`src/rtl/uart_rx_fifo.sv`:
```
// rtl/uart_rx_fifo.sv - oversampled serial receiver with majority vote, parity/break detection and flagged receive FIFO
// Ports:
//   clk, rst          system clock, synchronous active-high reset
//   tick              oversample enable, OVERSAMPLE pulses per bit period
//   srx               asynchronous serial input, idle high
//   lcr               [1:0] word length 5..8, [3] parity enable, [4] even parity, [5] stick parity
//   rd_en             pop head entry
//   lsr_rd            clears overrun_err
//   fifo_clr          flush FIFO and error-entry count
//   trig_level        fifo_count threshold for rx_trig (0 disables)
//   rbr_dout          head data byte (show-ahead, zero when empty)
//   head_pe/fe/bi     head entry parity error, framing error, break indication
//   data_ready        FIFO not empty
//   fifo_count        occupied entries
//   rx_trig           fifo_count >= trig_level with trig_level != 0
//   overrun_err       sticky overrun flag
//   err_in_fifo       at least one stored entry carries an error flag
module uart_rx_fifo #(
  parameter int OVERSAMPLE  = 16,
  parameter int SYNC_STAGES = 2,
  parameter int FIFO_DEPTH  = 16,
  localparam int CW = $clog2(FIFO_DEPTH) + 1
) (
  input  logic          clk,
  input  logic          rst,
  input  logic          tick,
  input  logic          srx,
  input  logic [7:0]    lcr,
  input  logic          rd_en,
  input  logic          lsr_rd,
  input  logic          fifo_clr,
  input  logic [CW-1:0] trig_level,
  output logic [7:0]    rbr_dout,
  output logic          head_pe,
  output logic          head_fe,
  output logic          head_bi,
  output logic          data_ready,
  output logic [CW-1:0] fifo_count,
  output logic          rx_trig,
  output logic          overrun_err,
  output logic          err_in_fifo
);

  localparam int OSW = $clog2(OVERSAMPLE);
  localparam int AW  = $clog2(FIFO_DEPTH);
  localparam int M   = OVERSAMPLE / 2;
  localparam logic [OSW-1:0] OS_S0   = OSW'(M - 1);
  localparam logic [OSW-1:0] OS_S1   = OSW'(M);
  localparam logic [OSW-1:0] OS_S2   = OSW'(M + 1);
  localparam logic [OSW-1:0] OS_LAST = OSW'(OVERSAMPLE - 1);

  typedef enum logic [2:0] {
    S_IDLE, S_START, S_DATA, S_PARITY, S_STOP, S_BRK_WAIT
  } state_t;

  state_t r_state, w_state_nxt;

  logic [SYNC_STAGES-1:0] r_sync;
  logic                   r_rxs_prev;
  logic [OSW-1:0]         r_os;
  logic                   r_samp0, r_samp1;
  logic [7:0]             r_shift;
  logic [2:0]             r_bit_idx;
  logic [1:0]             r_wls;
  logic                   r_pen, r_eps, r_stick;
  logic                   r_par_samp, r_pe;

  logic       w_rxs, w_fall, w_resolve, w_bit_end, w_vote, w_last_bit;
  logic       w_par_exp, w_fe, w_bi, w_push;
  logic [10:0] w_entry;
  logic       w_unused;

  assign w_unused = ^{lcr[7:6], lcr[2]};

  // Synchroniser; all line sampling uses the last stage.
  assign w_rxs = r_sync[SYNC_STAGES-1];

  always_ff @(posedge clk) begin
    if (rst) begin
      r_sync <= '1;
    end else begin
      r_sync <= {r_sync[SYNC_STAGES-2:0], srx};
    end
  end

  assign w_fall     = r_rxs_prev & ~w_rxs;
  assign w_resolve  = tick && (r_os == OS_S2);
  assign w_bit_end  = tick && (r_os == OS_LAST);
  // Third vote sample is the live line value on the resolve tick.
  assign w_vote     = (r_samp0 & r_samp1) | (r_samp0 & w_rxs) | (r_samp1 & w_rxs);
  assign w_last_bit = (r_bit_idx == ({1'b0, r_wls} + 3'd4));
  // Unused upper shift bits are zero, so the full-width reduction is the data parity.
  assign w_par_exp  = r_stick ? ~r_eps : ((^r_shift) ^ ~r_eps);
  assign w_fe       = ~w_vote;
  assign w_bi       = w_fe & (r_shift == 8'h00) & (~r_pen | ~r_par_samp);
  assign w_entry    = {w_bi, w_fe, r_pe, r_shift};

  always_ff @(posedge clk) begin
    if (rst) begin
      r_state <= S_IDLE;
    end else begin
      r_state <= w_state_nxt;
    end
  end

  always_comb begin
    w_state_nxt = r_state;
    w_push      = 1'b0;
    case (r_state)
      S_IDLE: begin
        if (w_fall) w_state_nxt = S_START;
      end
      S_START: begin
        if (w_resolve && w_vote) w_state_nxt = S_IDLE;
        else if (w_bit_end)      w_state_nxt = S_DATA;
      end
      S_DATA: begin
        if (w_bit_end && w_last_bit) w_state_nxt = r_pen ? S_PARITY : S_STOP;
      end
      S_PARITY: begin
        if (w_bit_end) w_state_nxt = S_STOP;
      end
      S_STOP: begin
        // Leave mid stop bit so the next start edge is caught early.
        if (w_resolve) begin
          w_push      = 1'b1;
          w_state_nxt = w_bi ? S_BRK_WAIT : S_IDLE;
        end
      end
      S_BRK_WAIT: begin
        if (w_rxs) w_state_nxt = S_IDLE;
      end
      default: w_state_nxt = S_IDLE;
    endcase
  end

  always_ff @(posedge clk) begin
    if (rst) begin
      r_rxs_prev <= 1'b1;
      r_os       <= '0;
      r_samp0    <= 1'b1;
      r_samp1    <= 1'b1;
      r_shift    <= '0;
      r_bit_idx  <= '0;
      r_wls      <= '0;
      r_pen      <= 1'b0;
      r_eps      <= 1'b0;
      r_stick    <= 1'b0;
      r_par_samp <= 1'b0;
      r_pe       <= 1'b0;
    end else begin
      r_rxs_prev <= w_rxs;
      if (r_state == S_IDLE || r_state == S_BRK_WAIT) begin
        r_os <= '0;
      end else if (tick) begin
        r_os <= (r_os == OS_LAST) ? '0 : r_os + 1'b1;
      end
      if (tick && r_os == OS_S0) r_samp0 <= w_rxs;
      if (tick && r_os == OS_S1) r_samp1 <= w_rxs;
      case (r_state)
        S_START: begin
          // Frame format is frozen once the start bit is confirmed.
          if (w_resolve && !w_vote) begin
            r_wls      <= lcr[1:0];
            r_pen      <= lcr[3];
            r_eps      <= lcr[4];
            r_stick    <= lcr[5];
            r_shift    <= '0;
            r_bit_idx  <= '0;
            r_par_samp <= 1'b0;
            r_pe       <= 1'b0;
          end
        end
        S_DATA: begin
          if (w_resolve) r_shift[r_bit_idx] <= w_vote;
          if (w_bit_end) r_bit_idx <= r_bit_idx + 1'b1;
        end
        S_PARITY: begin
          if (w_resolve) begin
            r_par_samp <= w_vote;
            r_pe       <= (w_vote != w_par_exp);
          end
        end
        default: ;
      endcase
    end
  end

  logic [10:0]   r_mem [FIFO_DEPTH];
  logic [AW-1:0] r_wptr, r_rptr;
  logic [CW-1:0] r_count, r_err_cnt;
  logic          r_overrun;

  logic        w_empty, w_full, w_pop, w_wr, w_ovr, w_entry_err, w_head_err;
  logic [10:0] w_head;

  assign w_empty     = (r_count == '0);
  assign w_full      = (r_count == CW'(FIFO_DEPTH));
  assign w_head      = r_mem[r_rptr];
  assign w_pop       = rd_en & ~w_empty;
  // A pop in the same cycle frees the slot, so a full FIFO still accepts the push.
  assign w_wr        = w_push & (~w_full | w_pop) & ~fifo_clr;
  assign w_ovr       = w_push & w_full & ~w_pop & ~fifo_clr;
  assign w_entry_err = |w_entry[10:8];
  assign w_head_err  = |w_head[10:8];

  always_ff @(posedge clk) begin
    if (w_wr) r_mem[r_wptr] <= w_entry;
  end

  always_ff @(posedge clk) begin
    if (rst || fifo_clr) begin
      r_wptr    <= '0;
      r_rptr    <= '0;
      r_count   <= '0;
      r_err_cnt <= '0;
    end else begin
      if (w_wr)  r_wptr <= r_wptr + 1'b1;
      if (w_pop) r_rptr <= r_rptr + 1'b1;
      case ({w_wr, w_pop})
        2'b10:   r_count <= r_count + 1'b1;
        2'b01:   r_count <= r_count - 1'b1;
        default: ;
      endcase
      case ({w_wr & w_entry_err, w_pop & w_head_err})
        2'b10:   r_err_cnt <= r_err_cnt + 1'b1;
        2'b01:   r_err_cnt <= r_err_cnt - 1'b1;
        default: ;
      endcase
    end
  end

  always_ff @(posedge clk) begin
    if (rst) begin
      r_overrun <= 1'b0;
    end else if (w_ovr) begin
      r_overrun <= 1'b1;
    end else if (lsr_rd) begin
      r_overrun <= 1'b0;
    end
  end

  assign data_ready  = ~w_empty;
  assign rbr_dout    = data_ready ? w_head[7:0] : 8'h00;
  assign head_pe     = data_ready & w_head[8];
  assign head_fe     = data_ready & w_head[9];
  assign head_bi     = data_ready & w_head[10];
  assign fifo_count  = r_count;
  assign rx_trig     = (trig_level != '0) && (r_count >= trig_level);
  assign overrun_err = r_overrun;
  assign err_in_fifo = (r_err_cnt != '0);

endmodule

```
`config.mk`:
```
export PLATFORM = sky130hd
export DESIGN_NAME = uart_rx_fifo
export DESIGN_NICKNAME = d
export VERILOG_FILES = /design/src/rtl/uart_rx_fifo.sv
export SDC_FILE = /design/constraint.sdc
export NUM_CORES = 1
export LEC_CHECK = 0
export CORE_ASPECT_RATIO = 0.8
export CORE_MARGIN = 5
export CORE_UTILIZATION = 55
export DETAILED_ROUTE_END_ITERATION = 8
export HOLD_SLACK_MARGIN = 0.15
export PLACE_DENSITY = 0.75
export SYNTH_ARGS = -nofsm -noshare
export SYNTH_HDL_FRONTEND = slang
export SYNTH_SLANG_ARGS = --single-unit
export TNS_END_PERCENT = 20
```
`constraint.sdc`:
```
create_clock -name clk -period 3.15 [get_ports clk]
set_clock_uncertainty 0.15 [all_clocks]
set_input_delay 0.63 -clock clk [delete_from_list [all_inputs] [get_ports clk]]
set_output_delay 0.63 -clock clk [all_outputs]
set_load 0.01 [all_outputs]
```
* Yosys cells after proc, flatten, opt, wreduce, memory -nomap -nowiden
Memories as Yosys holds them, arrays and structs flattened. A register that Yosys moved wholly into a read port is not among the register bits.
Cells that the tools add are included.
** Storage, ports and cells
- Flip-flop bits (word level) :: 49
- Word-level logic and storage cells :: 157
- Bits of input ports :: 20
- Memories :: 1
- Bits in writable memories :: 176
- Output and inout bits :: 20
** Memory list
- r_mem :: depth 16, width 11, read ports 1, clocked after memory_dff 1, write ports 1, line 189 : logic [10:0] r_mem [FIFO_DEPTH];
** Operators by class
- $lt $le $gt $ge :: 3
- $add $sub $neg :: 9
- Equal/unequal tests :: 26
- Multiplexer cells :: 37
- Reduce and logical (&&, ||, !) cells :: 31
- Bitwise logic cells :: 31
** Operators with widths (count)
- 2-to-1 mux 3 bit :: 11
- 2-to-1 mux 8 bit :: 3
- one-hot mux 5 bit (2 select lines) :: 2
- inequality test 2 bit (second input constant) :: 9
- one-hot mux 3 bit (6 select lines) :: 1
- bitwise AND 1 bit :: 17
- one-hot mux 8 bit (2 select lines) :: 1
- adder 4 x 1 -> 4 bit (second input constant) :: 3
- == test 4 bit (second input constant) :: 3
- 2-to-1 mux 4 bit :: 3
- 2-to-1 mux 1 bit :: 11
- adder 5 x 1 -> 5 bit (second input constant) :: 2
- nonzero test 2 bit :: 5
- nonzero test 5 bit :: 2
- subtractor 5 x 1 -> 5 bit (second input constant) :: 2
- logical AND 1 bit :: 9
- inverter 1 bit :: 9
- AND reduction 3 bit :: 3
- bitwise mux 8 bit :: 1
- logical NOT 8 bit :: 1
- XOR reduction 8 bit :: 1
- == test 3 x 2 -> 1 bit (second input constant) :: 2
- == test 3 bit (second input constant) :: 2
- one-hot mux 3 bit (2 select lines) :: 1
- 25 further kinds :: 33

* Longest topological paths before layout
- Depth in word-level cells :: 10
- Depth in mapped cells :: 16
- Depth with buffers taken out :: 15

* Worst setup path before layout
No wires, ideal clock.
- Path type :: reg2reg
- Start :: register with a tool-made name
- End :: register r_err_cnt[4]
- Required time :: 2.929 ns
- Path slack :: -0.309 ns
- Period minus slack after synthesis :: 3.459 ns
- Setup time :: 0.071 ns
- Cell stages (with the launch flop) :: 15
- Path buffers :: 2
- Data arrival time :: 3.238 ns
- Path through :: dfxtp_1 > clkbuf_1 > clkbuf_1 > mux4_2 > a22oi_1 > nand3_1 > nor3_1 > nor2_1 > ha_1 > fa_1 > a21o_1 > a21oi_1 > xor2_1 > or3_1 > a21oi_1
** RTL lines
- end signal, assigned :: line 226 : 2'b10: r_err_cnt <= r_err_cnt + 1'b1;
- end signal, assigned :: line 227 : 2'b01: r_err_cnt <= r_err_cnt - 1'b1;
- end, declared :: line 191 : logic [CW-1:0] r_count, r_err_cnt;

==> flow_results.org <==
** Critical path
- Data on the critical path is required at its endpoint by 3430 ps.
- Data on the critical path arrives at its endpoint at 3740 ps.
- Critical path capture point type :: flip-flop
- The critical path goes through buf_6 -> mux4_2 -> mux4_2 -> nor3_2 -> nor2_1 -> ha_2 -> fa_2 -> a21o_1 -> a21oi_2 -> xor2_1 -> or3_1 -> a21oi_1.
- The slowest stage of the critical path belongs to the cell sky130_fd_sc_hd__mux4_2.
- By instance count, the cell type seen most on the critical path is sky130_fd_sc_hd__mux4_2.
- WS Path Type :: flip-flop to flip-flop
- Critical-path maximum fanout :: 6
- Worst Path Buf+Inv :: 1
- On the worst path, the slowest cell contributes a delay of between 500 and 600 ps.
- Cell type group with the largest total delay on the critical path :: multiplexers
- The worst setup path is launched from a flip-flop.

** Layout
- Total of fill cells in the finished design :: 1109
- Sequential cell area :: roughly 6400 um2
- In the final layout, the multi-input gates occupy 3230 um2.
- Antenna cells :: 0
- At the end of the flow, the number of nets in the layout was just over 800.
- Area added between synthesis and finish :: 21.4%
- In the final layout, the share of cells above drive strength 1 is ~28%.

** Pwr
- Peak VDD IR :: approximately 0.00033 V
- Sequential share of power :: a little over half
- Net switching is 19.9% of the power.
- The analysis attributes to cell leakage a power of around 4.3 nW.
- Of the total power, the clock network draws ~43%.
- Internal cell power :: 4.85 mW
- For this design the ratio of total power to cell area is 511 nW/um2.
- For this design the total switching power over the nets is 1.20 mW.
- Combinational group share of total power :: roughly 4%

** Timing
- Once routing completed, OpenROAD measured the worst setup slack at -317 ps.
- Based on the critical path, the design can be clocked at up to 288 MHz.
- The count of pins over their slew limit came to 0.
- Worst hold-check slack :: between 200 and 300 ps
- Rel. slew slack :: between 60 and 70%
- Setup repair after global routing could not meet its margin everywhere.
- Actual transition at the worst max-transition pin :: just under 600 ps
- Counting I/O delays and the setup requirement, the final critical path takes about 3500 ps.
- Final Hold Vio Count :: 0
- Setup violations remaining at the end of the flow were counted as 11.
- Final worst path period share :: 110%

** Run status
- The run finished, with violations left.
- Violated checks :: setup timing

** Placed design
- Sum of net half-perimeters after detailed placement :: 13800 um
- Port bufs :: 36
- Routability cong. :: 0.793
- Worst setup slack after placement :: -542 ps

** Detailed routing
- For this run, design rule violations remaining after detail routing come to 0.
- Highest routing layer actually used :: met4
- Once detail routing completed, the nets flagged for antenna violations numbered 0.
- The final layout contains routed wiring with a total length of about 21000 um.
- Wire segments on met3 add up to between 1000 and 1500 um in the final route.
- Met2 Wirelength :: approximately 11000 um
- Count of vias placed by the detailed router :: a little under 6000
- Iteration-0 DRC Markers :: ~440
- The first TritonRoute pass finished after 5 iterations.
- M1 wire length :: 8370 um
- Using the TritonRoute via totals, the vias-per-cell ratio works out to between 5 and 6.
- WL/cell :: about 21 um

** Die
- The core region is between 15000 and 20000 um2.
- During I/O placement, the number of pins put on the boundary was 40.
- Horizontal die dimension :: about 160 um
- The floorplan step defined a die boundary enclosing a little over 20000 um2.
- FP Rows :: 43
- Vert. Die Dim :: around 130 um
- Starting density of the core :: 56.2%

** Clock tree
- Number of buffers created by CTS :: 23
- CTS placed an instance of sky130_fd_sc_hd__clkbuf_16 at the clock tree root.
- TritonCTS built the clock tree.
- # H-tree levels :: 1
- In this run, post-CTS hold repair placed 0 buffers.
- Clock latency of the later-clocked register in the worst-skew pair :: around 500 ps
- Clock transition at path regs :: 60 ps
- CTS saw 229 sinks.
- Maximum clock insertion buffer count :: 3

** Logic synthesis
- Counting every instance in the synthesized netlist gives between 600 and 700.
- The Yosys step of the flow raised 0 warnings.
- Most area-hungry cell type in the Yosys netlist :: sky130_fd_sc_hd__edfxtp_1
- The cell area that synthesis handed to floorplanning was a little under 10000 um2.
- After synthesis, the largest area contributor takes up a little over half of total cell area.
- In the synthesized netlist the async set-or-reset flop fraction comes to 0%.
- Largest cells by area after synthesis :: sky130_fd_sc_hd__edfxtp_1 (54%), sky130_fd_sc_hd__mux4_2 (12%), sky130_fd_sc_hd__dfxtp_1 (11%), sky130_fd_sc_hd__ha_1 (3.3%), sky130_fd_sc_hd__nor2_1 (2.4%)
- Yosys mapped a number of flops with a built-in enable equal to 176.
- Sequential cells were found to cover ~65% of the synthesized design area.
- After synthesis the netlist holds a flip-flop and latch count of 229.
- The synthesized netlist contains 49 unique library cells.
- After synthesis, the mean cell area works out to roughly 15 um2.
- Syn Nets :: between 600 and 700
- Predominant post-synthesis flop cell :: sky130_fd_sc_hd__edfxtp_1

** Global route
- All-Layer GR Usage :: roughly a fifth
- The via count of the first global-routing pass came to between 5000 and 6000.
- The initial antenna violation count was 0.
- Entering global routing, the biggest net connects 21 pins.
- The total overflow left after global routing is 0.
- Wire length of the first global-routing pass :: 33400 um

** Run
- Maxcap violations :: 0

** Hold path
- Worst min-delay path category :: flip-flop to flip-flop
## metal layers
metal / GRT usage, % / vias to the layer above
met5: 0 / -
met1: 27.0 / 3014
li1: - / 2666
met2: 36.9 / 236
met3: 4.20 / 37
met4: 4.71 / 0
## cells in the mapped netlist (14+ instances only)
cell type	number
sky130_fd_sc_hd__nor3_1	15
sky130_fd_sc_hd__o21ai_0	14
sky130_fd_sc_hd__nand2_1	18
sky130_fd_sc_hd__a21oi_1	34
sky130_fd_sc_hd__clkbuf_1	18
sky130_fd_sc_hd__nand3_1	15
sky130_fd_sc_hd__mux4_2	53
sky130_fd_sc_hd__inv_1	30
sky130_fd_sc_hd__dfxtp_1	53
sky130_fd_sc_hd__edfxtp_1	176
sky130_fd_sc_hd__nor2_1	62
sky130_fd_sc_hd__nor2b_1	19
sky130_fd_sc_hd__ha_1	26
## kinds of logic after synthesis
| kind of cell | count (synthesis) | synth area share, % |
|---|---|---|
| flip-flops | 229 | 65.0 |
| AND/OR/NAND/NOR | 160 | 8.18 |
| AO/OA/AOI/OAI | 76 | 4.85 |
| buffers and inverters | 64 | 2.90 |
| multiplexers | 62 | 13.2 |
| adder cells (fa/ha/maj) | 29 | 3.85 |
| XOR/XNOR | 23 | 2.06 |
## worst reg2reg max path, stage by stage, from the launching register on
cell and delay, ps:
sky130_fd_sc_hd__dfxtp_4 430, sky130_fd_sc_hd__buf_6 130, sky130_fd_sc_hd__mux4_2 490, sky130_fd_sc_hd__mux4_2 510, sky130_fd_sc_hd__nor3_2 210, sky130_fd_sc_hd__nor2_1 70, sky130_fd_sc_hd__ha_2 220, sky130_fd_sc_hd__fa_2 350
sky130_fd_sc_hd__a21o_1 180, sky130_fd_sc_hd__a21oi_2 130, sky130_fd_sc_hd__xor2_1 90, sky130_fd_sc_hd__or3_1 310, sky130_fd_sc_hd__a21oi_1 140
## final timing paths
kind                        to  depth (start not counted)  slack [ps]      start
hold / removal       r_sync[1]                          1         270  r_sync[0]
setup reg to reg  r_err_cnt[4]                         12        -320  flip-flop
setup / recovery  r_err_cnt[4]                         12        -320  flip-flop
hold reg to reg      r_sync[1]                          1         270  r_sync[0]
## sequential cells by signal (all words and copies together), names as in the netlist, 2 cells and up, named ones only
signal,cells
fifo_count,5
r_bit_idx,3
r_err_cnt,5
r_mem,176
r_os,4
r_rptr,4
r_shift,8
r_state,3
r_sync,2
r_wls,2
r_wptr,4
## power by group through the flow
stage | Clock (mW) | Sequential [mW] | Combinational [mW]
after floorplan | 0 | 3.30 | 0.168
after global placement | 0 | 3.29 | 0.228
after detailed placement | 0 | 3.29 | 0.242
after CTS | 2.63 | 3.23 | 0.244
after global routing | 2.75 | 3.23 | 0.267
final | 2.58 | 3.23 | 0.245
## stage by stage
stage          utilization (%)  std cells  setup TNS [ps]  instance area (um2)  total power [mW]
2_1_floorplan                -        643           -5.90                 9810              3.46
3_3_place_gp              62.6        946           -3210                10900              3.52
3_5_place_dp              62.6        946           -4090                10900              3.54
4_1_cts                   67.8       1004           -3120                11800              6.10
5_1_grt                   68.2       1006           -3020                11900              6.25
6_report                  68.2       1006           -2000                11900              6.06
## what timing repair did
| action | 4_1_cts | 5_1_grt |
|---|---|---|
| gates resized for setup | 42 | 30 |
| buffers inserted | 15 | 2 |
| pin swaps | 5 | 8 |
| cloned | 1 | 0 |
| endpoints found under the setup margin | 16 | 17 |
## cell usage in the layout (no fill, tap or decap), types with 14 or more instances in the layout
cell	count
sky130_fd_sc_hd__inv_1	27
sky130_fd_sc_hd__clkdlybuf4s50_1	24
sky130_fd_sc_hd__buf_4	80
sky130_fd_sc_hd__nand2_1	18
sky130_fd_sc_hd__edfxtp_1	176
sky130_fd_sc_hd__nor2_1	62
sky130_fd_sc_hd__clkbuf_16	23
sky130_fd_sc_hd__mux4_2	53
sky130_fd_sc_hd__ha_1	23
sky130_fd_sc_hd__nand3_1	14
sky130_fd_sc_hd__a21oi_1	32
sky130_fd_sc_hd__nor2b_1	17
sky130_fd_sc_hd__dfxtp_1	49
## final cells by class
type                       instances  area share (%)
timing repair buffer             130            9.78
multi-input combinational        350            27.3
clock buffer                      34            5.20
tap                              225            2.38
clock inverter                     8           0.781
inverter                          30           0.971
sequential                       229            53.6
Note: power is estimated with default switching activity, not from simulation.
